### src/rtl/enh_frame_ctrl_if.sv
// Host command channel for enh_frame_ctrl: valid/ready handshake carrying
// the enhancement operation, its operand and the number of frames to run.
interface enh_frame_ctrl_if;
  logic       cmd_valid;
  logic       cmd_ready;
  logic [1:0] cmd_op;
  logic [7:0] cmd_value;
  logic [7:0] cmd_frames;

  modport master (output cmd_valid, cmd_op, cmd_value, cmd_frames, input  cmd_ready);
  modport slave  (input  cmd_valid, cmd_op, cmd_value, cmd_frames, output cmd_ready);
endinterface

### src/rtl/enh_frame_ctrl.sv
// Frame-level sequencer for the image enhancement datapath.
// Optional HSYNC watchdog in RUN is compiled in with ENH_FRAME_TIMEOUT_EN.
module enh_frame_ctrl #(
  parameter int WIDTH       = 768,
  parameter int HEIGHT      = 512,
  parameter int TIMEOUT_CYC = 4096
) (
  input  logic                         HCLK,
  input  logic                         HRESET,
  enh_frame_ctrl_if.slave              cmd,
  input  logic                         abort,
  output logic                         rd_start,
  input  logic                         HSYNC,
  input  logic                         ctrl_done,
  output logic [1:0]                   op_mode,
  output logic [7:0]                   op_value,
  output logic [$clog2(WIDTH/2)-1:0]   col,
  output logic [$clog2(HEIGHT)-1:0]    row,
  output logic                         busy,
  output logic                         frame_done,
  output logic [7:0]                   frames_done,
  output logic                         err
);

  localparam int PAIRS = WIDTH * HEIGHT / 2;
  localparam int PCW   = $clog2(PAIRS + 1);
  localparam int CW    = $clog2(WIDTH / 2);
  localparam int RW    = $clog2(HEIGHT);

  if ((WIDTH % 2) != 0 || TIMEOUT_CYC < 1) begin : g_bad_cfg
    $error("enh_frame_ctrl: WIDTH must be even and TIMEOUT_CYC positive");
  end

  typedef enum logic [2:0] {
    S_IDLE,
    S_LOAD,
    S_START,
    S_RUN,
    S_ERR
  } state_t;

  state_t         state, state_nx;
  logic [PCW-1:0] pix_cnt, pix_inc;
  logic [1:0]     op_cap;
  logic [7:0]     val_cap;
  logic [7:0]     frames_cap;
  logic [7:0]     remaining;
  logic           frame_done_q;
  logic           overflow, frame_good, frame_bad, last_frame, good_commit, wd_expire;

`ifdef ENH_FRAME_TIMEOUT_EN
  localparam int WDW = $clog2(TIMEOUT_CYC + 1);
  logic [WDW-1:0] wd;
`endif

  always_comb begin
    state_nx    = state;
    pix_inc     = pix_cnt + {{(PCW-1){1'b0}}, HSYNC};
    // The HSYNC of this cycle is counted before ctrl_done is judged.
    overflow    = HSYNC && (pix_cnt == PCW'(PAIRS));
    frame_good  = ctrl_done && !overflow && (pix_inc == PCW'(PAIRS));
    frame_bad   = ctrl_done && !overflow && (pix_inc != PCW'(PAIRS));
    last_frame  = (remaining == 8'd1) && (frames_cap != '0);
    good_commit = (state == S_RUN) && frame_good && !abort;
`ifdef ENH_FRAME_TIMEOUT_EN
    wd_expire   = !HSYNC && (wd == WDW'(TIMEOUT_CYC - 1));
`else
    wd_expire   = 1'b0;
`endif

    case (state)
      S_IDLE:  if (cmd.cmd_valid) state_nx = S_LOAD;
      S_LOAD:  state_nx = S_START;
      S_START: state_nx = S_RUN;
      S_RUN: begin
        if (overflow || frame_bad || wd_expire) state_nx = S_ERR;
        else if (frame_good)                    state_nx = last_frame ? S_IDLE : S_START;
      end
      S_ERR:   state_nx = S_ERR;
      default: state_nx = S_IDLE;
    endcase

    if (abort && state != S_IDLE) state_nx = S_IDLE;
  end

  always_ff @(posedge HCLK) begin
    if (HRESET) begin
      state        <= S_IDLE;
      pix_cnt      <= '0;
      op_cap       <= '0;
      val_cap      <= '0;
      frames_cap   <= '0;
      remaining    <= '0;
      op_mode      <= '0;
      op_value     <= '0;
      col          <= '0;
      row          <= '0;
      frames_done  <= '0;
      frame_done_q <= 1'b0;
`ifdef ENH_FRAME_TIMEOUT_EN
      wd           <= '0;
`endif
    end else begin
      state        <= state_nx;
      frame_done_q <= good_commit;

      case (state)
        S_IDLE: begin
          if (cmd.cmd_valid) begin
            op_cap      <= cmd.cmd_op;
            val_cap     <= cmd.cmd_value;
            frames_cap  <= cmd.cmd_frames;
            remaining   <= cmd.cmd_frames;
            frames_done <= '0;
          end
        end
        S_LOAD: begin
          op_mode  <= op_cap;
          op_value <= val_cap;
        end
        S_START: begin
          col     <= '0;
          row     <= '0;
          pix_cnt <= '0;
`ifdef ENH_FRAME_TIMEOUT_EN
          wd      <= '0;
`endif
        end
        S_RUN: begin
          if (HSYNC) begin
            pix_cnt <= pix_inc;
            if (col == CW'(WIDTH/2 - 1)) begin
              col <= '0;
              row <= row + RW'(1);
            end else begin
              col <= col + CW'(1);
            end
          end
`ifdef ENH_FRAME_TIMEOUT_EN
          wd <= HSYNC ? '0 : wd + WDW'(1);
`endif
          if (good_commit) begin
            frames_done <= frames_done + 8'd1;
            remaining   <= remaining - 8'd1;
          end
        end
        default: ;
      endcase
    end
  end

  assign cmd.cmd_ready = (state == S_IDLE);
  assign busy          = (state != S_IDLE);
  assign err           = (state == S_ERR);
  assign rd_start      = (state == S_START) && !abort;
  assign frame_done    = frame_done_q;

endmodule

### src/flat_wrapper.sv
// flat-port wrapper written by rule: the top's interface ports become plain ports
module enh_frame_ctrl_flat 
#(
  parameter int WIDTH       = 768,
  parameter int HEIGHT      = 512,
  parameter int TIMEOUT_CYC = 4096
)
  (HCLK, HRESET, abort, rd_start, HSYNC, ctrl_done, op_mode, op_value, col, row, busy, frame_done, frames_done, err, cmd_cmd_valid, cmd_cmd_op, cmd_cmd_value, cmd_cmd_frames, cmd_cmd_ready);
  enh_frame_ctrl_if cmd_i ();
  input  logic HCLK;
  input  logic HRESET;
  input  logic abort;
  output logic rd_start;
  input  logic HSYNC;
  input  logic ctrl_done;
  output logic [1:0] op_mode;
  output logic [7:0] op_value;
  output logic [$clog2(WIDTH/2)-1:0] col;
  output logic [$clog2(HEIGHT)-1:0] row;
  output logic busy;
  output logic frame_done;
  output logic [7:0] frames_done;
  output logic err;
  input wire logic [$bits(cmd_i.cmd_valid)-1:0] cmd_cmd_valid;
  input wire logic [$bits(cmd_i.cmd_op)-1:0] cmd_cmd_op;
  input wire logic [$bits(cmd_i.cmd_value)-1:0] cmd_cmd_value;
  input wire logic [$bits(cmd_i.cmd_frames)-1:0] cmd_cmd_frames;
  output wire logic [$bits(cmd_i.cmd_ready)-1:0] cmd_cmd_ready;
  assign cmd_i.cmd_valid = cmd_cmd_valid;
  assign cmd_i.cmd_op = cmd_cmd_op;
  assign cmd_i.cmd_value = cmd_cmd_value;
  assign cmd_i.cmd_frames = cmd_cmd_frames;
  assign cmd_cmd_ready = cmd_i.cmd_ready;
  enh_frame_ctrl #(.WIDTH(WIDTH), .HEIGHT(HEIGHT), .TIMEOUT_CYC(TIMEOUT_CYC)) u_core (.HCLK(HCLK), .HRESET(HRESET), .cmd(cmd_i), .abort(abort), .rd_start(rd_start), .HSYNC(HSYNC), .ctrl_done(ctrl_done), .op_mode(op_mode), .op_value(op_value), .col(col), .row(row), .busy(busy), .frame_done(frame_done), .frames_done(frames_done), .err(err));
endmodule
### config.mk
export PLATFORM = sky130hd
export DESIGN_NAME = enh_frame_ctrl_flat
export DESIGN_NICKNAME = d
export VERILOG_FILES = /design/src/rtl/enh_frame_ctrl_if.sv /design/src/rtl/enh_frame_ctrl.sv /design/src/flat_wrapper.sv
export SDC_FILE = /design/constraint.sdc
export NUM_CORES = 1
export LEC_CHECK = 0
export BUFFER_PORTS_ARGS = -buffer_cell sky130_fd_sc_hd__buf_2
export CAP_MARGIN = 0
export CELL_PAD_IN_SITES_DETAIL_PLACEMENT = 0
export CELL_PAD_IN_SITES_GLOBAL_PLACEMENT = 1
export CORE_MARGIN = 5
export CORE_UTILIZATION = 38
export CTS_CLUSTER_DIAMETER = 200
export DETAILED_ROUTE_END_ITERATION = 16
export GPL_TIMING_DRIVEN = 0
export PLACE_DENSITY_LB_ADDON = 0.15
export SLEW_MARGIN = 20
export SYNTH_ARGS = -nofsm -noshare
export SYNTH_HDL_FRONTEND = slang
export SYNTH_SLANG_ARGS = --single-unit
### constraint.sdc
create_clock -name HCLK -period 2.8 [get_ports HCLK]
set_input_delay 0.42 -clock HCLK [delete_from_list [all_inputs] [get_ports HCLK]]
set_output_delay 0.42 -clock HCLK [all_outputs]
set_load 0.03 [all_outputs]
==> impl_results.md, run 1 <==
* Initial core utilization at 0.386
* Cell family contributing the most delay on the critical path: simple AND/OR/NAND/NOR gates
* Minimum clock period at 2.71 ns
* Worst ir drop on vdd at 296 uV
* Worst path arrival time at 2.95 ns
* Worst slew margin relative to its limit at 0.479
* Share of the clock period used by the worst path at 0.967
* Via density at 5.54
* Number of antenna cells inserted at 0
* Final Hold Violating Endpoints at 0
* CTS tree: built
* Ys async rst share at 0
* Share of the synthesized area in the top cell type at 0.383
* Number of H-tree levels at 3
* Inserted Clock Buffers at 9
* Total global routing overflow at 0
* Cell with the biggest individual delay on the critical path: sky130_fd_sc_hd__dfxtp_2
* Worst hold margin at 0.303 ns
* Fmax at 370 MHz
* Kind of end point of the critical path: flop
* Number of enable-type register cells in the synthesized netlist at 0
* Top cells by area, synth: sky130_fd_sc_hd__dfxtp_1 38%, sky130_fd_sc_hd__a21oi_1 6.4%, sky130_fd_sc_hd__nand2_1 5.7%, sky130_fd_sc_hd__nor2_1 5.4%, sky130_fd_sc_hd__mux2i_1 3.2%
* Unrepaired setup endpoints after global routing: false
* Number of remaining DRC errors at 0
* Cell internal pwr at 1.98 mW
* Top fanout value on the critical path at 5
* Area of all placed cells without fillers at 0.00533 sq mm
* Clock buffer depth at 2
* Final setup margin at 0.0937 ns
* Total power density per cell area at 518 mW/mm^2
* Path class of the lowest-slack min-delay path: in -> reg
* Chip width at 118 microns
* Relative area change from synthesis to final layout at 21.5%
* Proportion of layout cells with a drive suffix above 1 at 0.191
* Path type of the worst setup path: reg -> reg
* Pre-CTS worst setup slack at -0.559 ns
* Fraction of power spent switching nets at 0.283
* Full die area at 0.0138 sq mm
* Number of antenna violations at the first check in global routing at 0
* Dominant synthesized flop cell: sky130_fd_sc_hd__dfxtp_1
* Worst path max stage delay at 0.35 ns
* Slew at the pin with the worst max-slew slack at 0.781 ns
* Cell area after synthesis at 0.00439 sq mm
* Number of endpoints failing setup at the final stage at 0
* Total power at 2.76 mW
* Number of synthesis warnings at 0
* Cell with the most instances after synthesis: sky130_fd_sc_hd__dfxtp_1
* Total Routed Length at 13000 microns
* Result of the run: complete, no violations
* Placeable core region at 0.0114 sq mm
* Average detailed-routed wire length per instance at 16.5 microns
* ANT nets after route at 0
* Placement-stage cell area at 0.00489 sq mm
* Synthesized netlist cell count at 554
* Share of synthesized area occupied by flip-flops and latches at 0.383
* Vias after detailed routing at 4334
* Register clock-pin slew on the reported worst setup and hold paths at 0.07 ns
* Filler Cell Count at 1152
* Clock share of power at 0.431
* Number of distinct library cells after synthesis at 62
* Number of primary I/O pins at 65
* Maximum number of pins on one net before global-route repair at 17
* Placement Rows at 39
* Sinks on Clock Net at 84
* Fraction of the core area covered by cells at the end of the flow at 0.469
* Number of design-rule violations left by the first detailed-router iteration at 292
* Master cell of the clock root buffer: sky130_fd_sc_hd__clkbuf_16
* Mean Syn Cell Area at 7.93 sq um
* Die outline height at 118 microns
* Post-synthesis register bit count at 84
* Final instance count without filler cells at 783
* Post-synth top area cell: sky130_fd_sc_hd__dfxtp_1
* Portion of total power attributed to sequential cells at 0.456
* Number of placed instances with taps included at 761
* Hpwl dp at 9300 microns
* Clock latency reported for the late side of the worst-skew pair at 0.35 ns
* Cell seen most often among critical-path stages: sky130_fd_sc_hd__ha_4
* Port Buffers at 64
* Buf/Inv on CP at 0
* Switching power summed over all nets at 0.782 mW
* Max-cap check violation count at 0
* Hold_buf cts at 0
* Final weighted congestion in routability-driven placement at 0.879
* Worst endpoint required time at 3.04 ns
* Global-route wire length before repair at 21300 microns
* Final Max Slew Viols at 0
* Comb pwr share at 0.114
* Pre-Repair DR Iteration Count at 4
* Total Routing Usage GR at 0.187
* Area of combinational cells with multiple inputs at 0.00257 sq mm
* Launching element type of the critical path: flop
* Final Skew at 0.00757 ns
* Leak Pwr at 2.05 nW
* Final-layout setup total negative slack at 0 ns
* Cell-by-cell trace of the critical path: ha_4 -> ha_4 -> and3_4 -> or3_4 -> a221oi_4 -> o211a_4 -> and4b_2 -> nor2_1 -> o32ai_1
* Synthesized Nets at 585
* Top cell types by occurrence after synthesis: 84 x sky130_fd_sc_hd__dfxtp_1, 67 x sky130_fd_sc_hd__nand2_1, 63 x sky130_fd_sc_hd__nor2_1
* FF+latch area at 0.00168 sq mm
* Nets at 666
* Number of global-route vias before repair at 4124
-- final timing paths --
kind / startpoint / to / slack [ns] / cells past startpoint
max: u_core.pix_cnt[0] / u_core.remaining[3] / 0.09 / 9
min: cmd_cmd_value[2] / u_core.val_cap[2] / 0.30 / 3
max reg2reg: u_core.pix_cnt[0] / u_core.remaining[3] / 0.09 / 9
min reg2reg: u_core.val_cap[2] / u_core.val_cap[2] / 0.46 / 2
-- final cells by class --
| class | instances | area share |
|---|---|---|
| plain buffers | 39 | 0.0357 |
| clock buffers | 10 | 0.0448 |
| clock inverters | 6 | 0.0101 |
| inverters | 13 | 0.00915 |
| multi-input cells | 418 | 0.483 |
| flip-flops and latches | 84 | 0.316 |
| well taps | 143 | 0.0335 |
| repair buffers | 70 | 0.0685 |
-- per-layer routing --
| layer | part of all wire | vias to the layer above | routed length (microns) | global-route usage |
|---|---|---|---|---|
| li1 | - | 2171 | - | - |
| met1 | 0.47 | 2013 | 6090 | 0.257 |
| met2 | 0.44 | 129 | 5760 | 0.278 |
| met3 | 0.059 | 21 | 766 | 0.0452 |
| met4 | 0.026 | 0 | 335 | 0.0860 |
| met5 | 0 | - | 0 | 0 |
-- cell families after synthesis --
kind of cell             Yosys count  synth area share
buffers and inverters             52            0.0536
flip-flops                        84             0.383
AO/OA/AOI/OAI                    133             0.193
XOR/XNOR                          12            0.0239
adder cells (fa/ha/maj)            7            0.0199
AND/OR/NAND/NOR                  252             0.294
multiplexers                      14            0.0319
-- cell usage in the layout, fill, tap and decap left out, drive strengths merged, types with 2 or more instances in the layout --
| cell type | n |
|---|---|
| or4 | 3 |
| and3 | 6 |
| o31ai | 5 |
| nor3 | 16 |
| dfxtp | 84 |
| nand2b | 6 |
| nand4b | 2 |
| xnor2 | 6 |
| a21o | 3 |
| nand4 | 14 |
| nand3 | 24 |
| a31o | 2 |
| o32ai | 3 |
| a21oi | 56 |
| or3 | 15 |
| a211oi | 5 |
| a22oi | 7 |
| inv | 17 |
| ha | 7 |
| nand2 | 67 |
| mux2i | 14 |
| a31oi | 7 |
| nor2 | 65 |
| buf | 80 |
| xor2 | 6 |
| o22a | 3 |
| nor4 | 11 |
| and2 | 5 |
| and4 | 4 |
| nor2b | 5 |
| o21ai | 18 |
| o211ai | 6 |
| a311oi | 9 |
| clkbuf | 39 |
| nor3b | 4 |
-- timing repair --
item,CTS,global route
endpoints found under the setup margin,17,21
resized for setup,9,10
buffers inserted,5,1
pin swaps,3,2
-- registers in the layout, summed over array words and instances (netlist names) --
signal and cells:
u_core.pix_cnt 18, u_core.col 9, u_core.row 9, u_core.frames_cap 8, u_core.frames_done 8, u_core.op_value 8, u_core.remaining 8, u_core.val_cap 8
u_core.state 3, u_core.op_cap 2, u_core.op_mode 2, u_core.frame_done 1
-- tightest hold or removal path, delay by kind of cell --
kind,cells,cell delay [ns]
AO/OA/AOI/OAI,1,0.05
buffers and inverters,1,0.10
AND/OR/NAND/NOR,1,0.04
-- power groups by stage --
stage / registers, mW / clock network (mW) / logic, mW
finish: 1.26 / 1.19 / 0.314
global route: 1.26 / 1.29 / 0.350
CTS: 1.26 / 1.23 / 0.313
detailed placement: 1.29 / 0 / 0.309
global placement: 1.28 / 0 / 0.306
floorplan: 1.29 / 0 / 0.201
Note: power is estimated with default switching activity, not from simulation.
==> inputs of run 2 (changes only) <==
--- a/config.mk
+++ b/config.mk
@@ -15,6 +15,7 @@
 export DETAILED_ROUTE_END_ITERATION = 16
 export GPL_TIMING_DRIVEN = 0
 export PLACE_DENSITY_LB_ADDON = 0.15
+export REMOVE_ABC_BUFFERS = 1
 export SLEW_MARGIN = 20
 export SYNTH_ARGS = -nofsm -noshare
 export SYNTH_HDL_FRONTEND = slang
==> run 2 against run 1 <==
- first-iteration DRC count decreased by 12%
- clock-buffer cell count unchanged
- combinational power decreased by 5%
- clock skew increased by 0.0012 ns
- sequential power about the same
- routed wire length decreased by 8.4%
- largest power group is now clock
- utilization decreased by 0.34 points
- total power increased by 3.2%
- largest cell class unchanged
==> impl_results.md, run 2 (same netlist as run 1, synthesis figures left out) <==
* Result of the run: complete, no violations
* Number of remaining DRC errors at 0
* Startpoint of the worst register-to-register path: u_core.pix_cnt[0]
* Number of cells traversed by the worst hold path at 3
* Routed wl met3 at 417 microns
* Top fanout value on the critical path at 8
* Pre-Repair DR Iteration Count at 4
* Critical R2R Capture: u_core.frames_done[4]
* Number of flip-flops in the largest register at 18
* Number of primary I/O pins at 65
* Total power at 2.85 mW
* Final setup margin at 0.0877 ns
* Launching element type of the critical path: flop
* Worst ir drop on vdd at 281 uV
* Vias after detailed routing at 4198
* CTS tree: built
* Relative area change from synthesis to final layout at 20.6%
* Number of design-rule violations left by the first detailed-router iteration at 256
* Initial core utilization at 0.386
* Full die area at 0.0138 sq mm
* Total Routing Usage GR at 0.169
* Placement Rows at 39
* Number of H-tree levels at 3
* Number of global-route vias before repair at 3902
* DRT met1 WL at 5590 microns
* Average detailed-routed wire length per instance at 15.7 microns
* Max-cap check violation count at 0
* Clock latency reported for the late side of the worst-skew pair at 0.35 ns
* Minimum clock period at 2.71 ns
* Reg2Reg Setup Slack at 0.09 ns
* Inserted Clock Buffers at 9
* Number of endpoints failing setup at the final stage at 0
* Number of cell instances on the worst register-to-register path at 10
* Nets at 637
* Final weighted congestion in routability-driven placement at 0.840
* Fraction of the core area covered by cells at the end of the flow at 0.466
* Pre-CTS worst setup slack at -0.957 ns
* Worst slew margin relative to its limit at 0.293
* Worst endpoint required time at 3.03 ns
* Total power density per cell area at 539 mW/mm^2
* Placeable core region at 0.0114 sq mm
* Total global routing overflow at 0
* Final Skew at 0.00875 ns
* Master cell of the clock root buffer: sky130_fd_sc_hd__clkbuf_16
* Path type of the worst setup path: reg -> reg
* Final Hold Violating Endpoints at 0
* Port Buffers at 64
* Placement-stage cell area at 0.00476 sq mm
* Number of antenna violations at the first check in global routing at 0
* Hpwl dp at 7970 microns
* Leak Pwr at 2.07 nW
* Sinks on Clock Net at 84
* Number of antenna cells inserted at 0
* Global-route wire length before repair at 19500 microns
* Top library cells by usage in the layout, fill and taps aside: 82 x sky130_fd_sc_hd__dfxtp_1, 67 x sky130_fd_sc_hd__nand2_1, 63 x sky130_fd_sc_hd__buf_2, 62 x sky130_fd_sc_hd__nor2_1, 54 x sky130_fd_sc_hd__a21oi_1
* Area of all placed cells without fillers at 0.00530 sq mm
* Share of the clock period used by the worst path at 0.969
* Clock buffer depth at 2
* Die outline height at 118 microns
* Chip width at 118 microns
* Slew at the pin with the worst max-slew slack at 1.06 ns
* Proportion of layout cells with a drive suffix above 1 at 0.203
* Total Routed Length at 11900 microns
* Final-layout setup total negative slack at 0 ns
* Maximum number of pins on one net before global-route repair at 46
* Largest registers ranked by flip-flop count: u_core.pix_cnt (18), u_core.col (9), u_core.row (9)
* Path class of the lowest-slack min-delay path: in -> reg
* Final Max Slew Viols at 0
* Endpoint of the worst hold-timing path: u_core.val_cap[6]
* Via density at 5.57
* Sum of met2 wire segment lengths after detailed routing at 5580 microns
* Register ranked first by flip-flop count: u_core.pix_cnt
* Critical hold path startpoint: cmd_cmd_value[6]
* Register clock-pin slew on the reported worst setup and hold paths at 0.06 ns
* Filler Cell Count at 1164
* Kind of end point of the critical path: flop
* Highest metal layer with signal wires: met4
* Unrepaired setup endpoints after global routing: false
* ANT nets after route at 0
* Most common cell after layout, fill and taps aside: sky130_fd_sc_hd__dfxtp_1
* Worst path arrival time at 2.94 ns
* Fmax at 369 MHz
[run 2: metal layers]
| metal | track usage | vias to the layer above |
|---|---|---|
| met5 | 0 | - |
| met4 | 0.0746 | 0 |
| met3 | 0.0322 | 18 |
| met2 | 0.275 | 67 |
| met1 | 0.216 | 2005 |
| li1 | - | 2108 |
[run 2: what timing repair did]
| action | CTS | global route |
|---|---|---|
| resized for setup | 10 | 10 |
| gates cloned | 1 | 0 |
| setup endpoints to repair | 17 | 17 |
| pin swaps | 7 | 4 |
| buffers inserted | 6 | 5 |
| hold buffers | 0 | 0 |
[run 2: cell type report]
class                      instances  area [sq um]  share of cell area
multi-input combinational        419          2610               0.493
sequential                        84          1680               0.318
timing repair buffer              79           455              0.0860
clock buffer                      10           229              0.0432
tap                              143           179              0.0338
clock inverter                     6          87.6              0.0165
inverter                          13          48.8             0.00922
[run 2: critical path: stages, from the launching register on]
cell and delay, ns:
sky130_fd_sc_hd__dfxtp_2 0.35, sky130_fd_sc_hd__ha_4 0.18, sky130_fd_sc_hd__ha_4 0.18, sky130_fd_sc_hd__and3_4 0.20, sky130_fd_sc_hd__or3_1 0.36, sky130_fd_sc_hd__a221oi_4 0.36, sky130_fd_sc_hd__o211a_4 0.27, sky130_fd_sc_hd__nand4b_4 0.22
sky130_fd_sc_hd__buf_4 0.22, sky130_fd_sc_hd__o211ai_1 0.16, sky130_fd_sc_hd__o31ai_1 0.09
[run 2: power by group]
| part | switching, mW | leakage (nW) | internal (mW) |
|---|---|---|---|
| combinational | 0.191 | 1.23 | 0.106 |
| sequential | 0.0313 | 0.682 | 1.23 |
| clock | 0.507 | 0.157 | 0.784 |
| total | 0.729 | 2.07 | 2.12 |
[run 2: how the worst max path moves through the flow]
stage / end / cells after the start / start / slack, ns
after floorplan: u_core.frames_done[0] / 9 / HSYNC / -0.19
after global placement: u_core.frames_done[0] / 10 / HSYNC / -0.91
after detailed placement: u_core.frames_done[0] / 10 / HSYNC / -0.96
after CTS: u_core.frames_done[7] / 7 / u_core.state[1] / 0.03
after global routing: u_core.frames_done[7] / 9 / u_core.pix_cnt[0] / 0.005
final: u_core.frames_done[4] / 10 / u_core.pix_cnt[0] / 0.09
[run 2: metrics by stage]
step | std cells | hold WS [ns]
finish | 754 | 0.312
global placement | 722 | 0.441
floorplan | 515 | 0.430
detailed placement | 726 | 0.447
global route | 754 | 0.308
CTS | 749 | 0.299
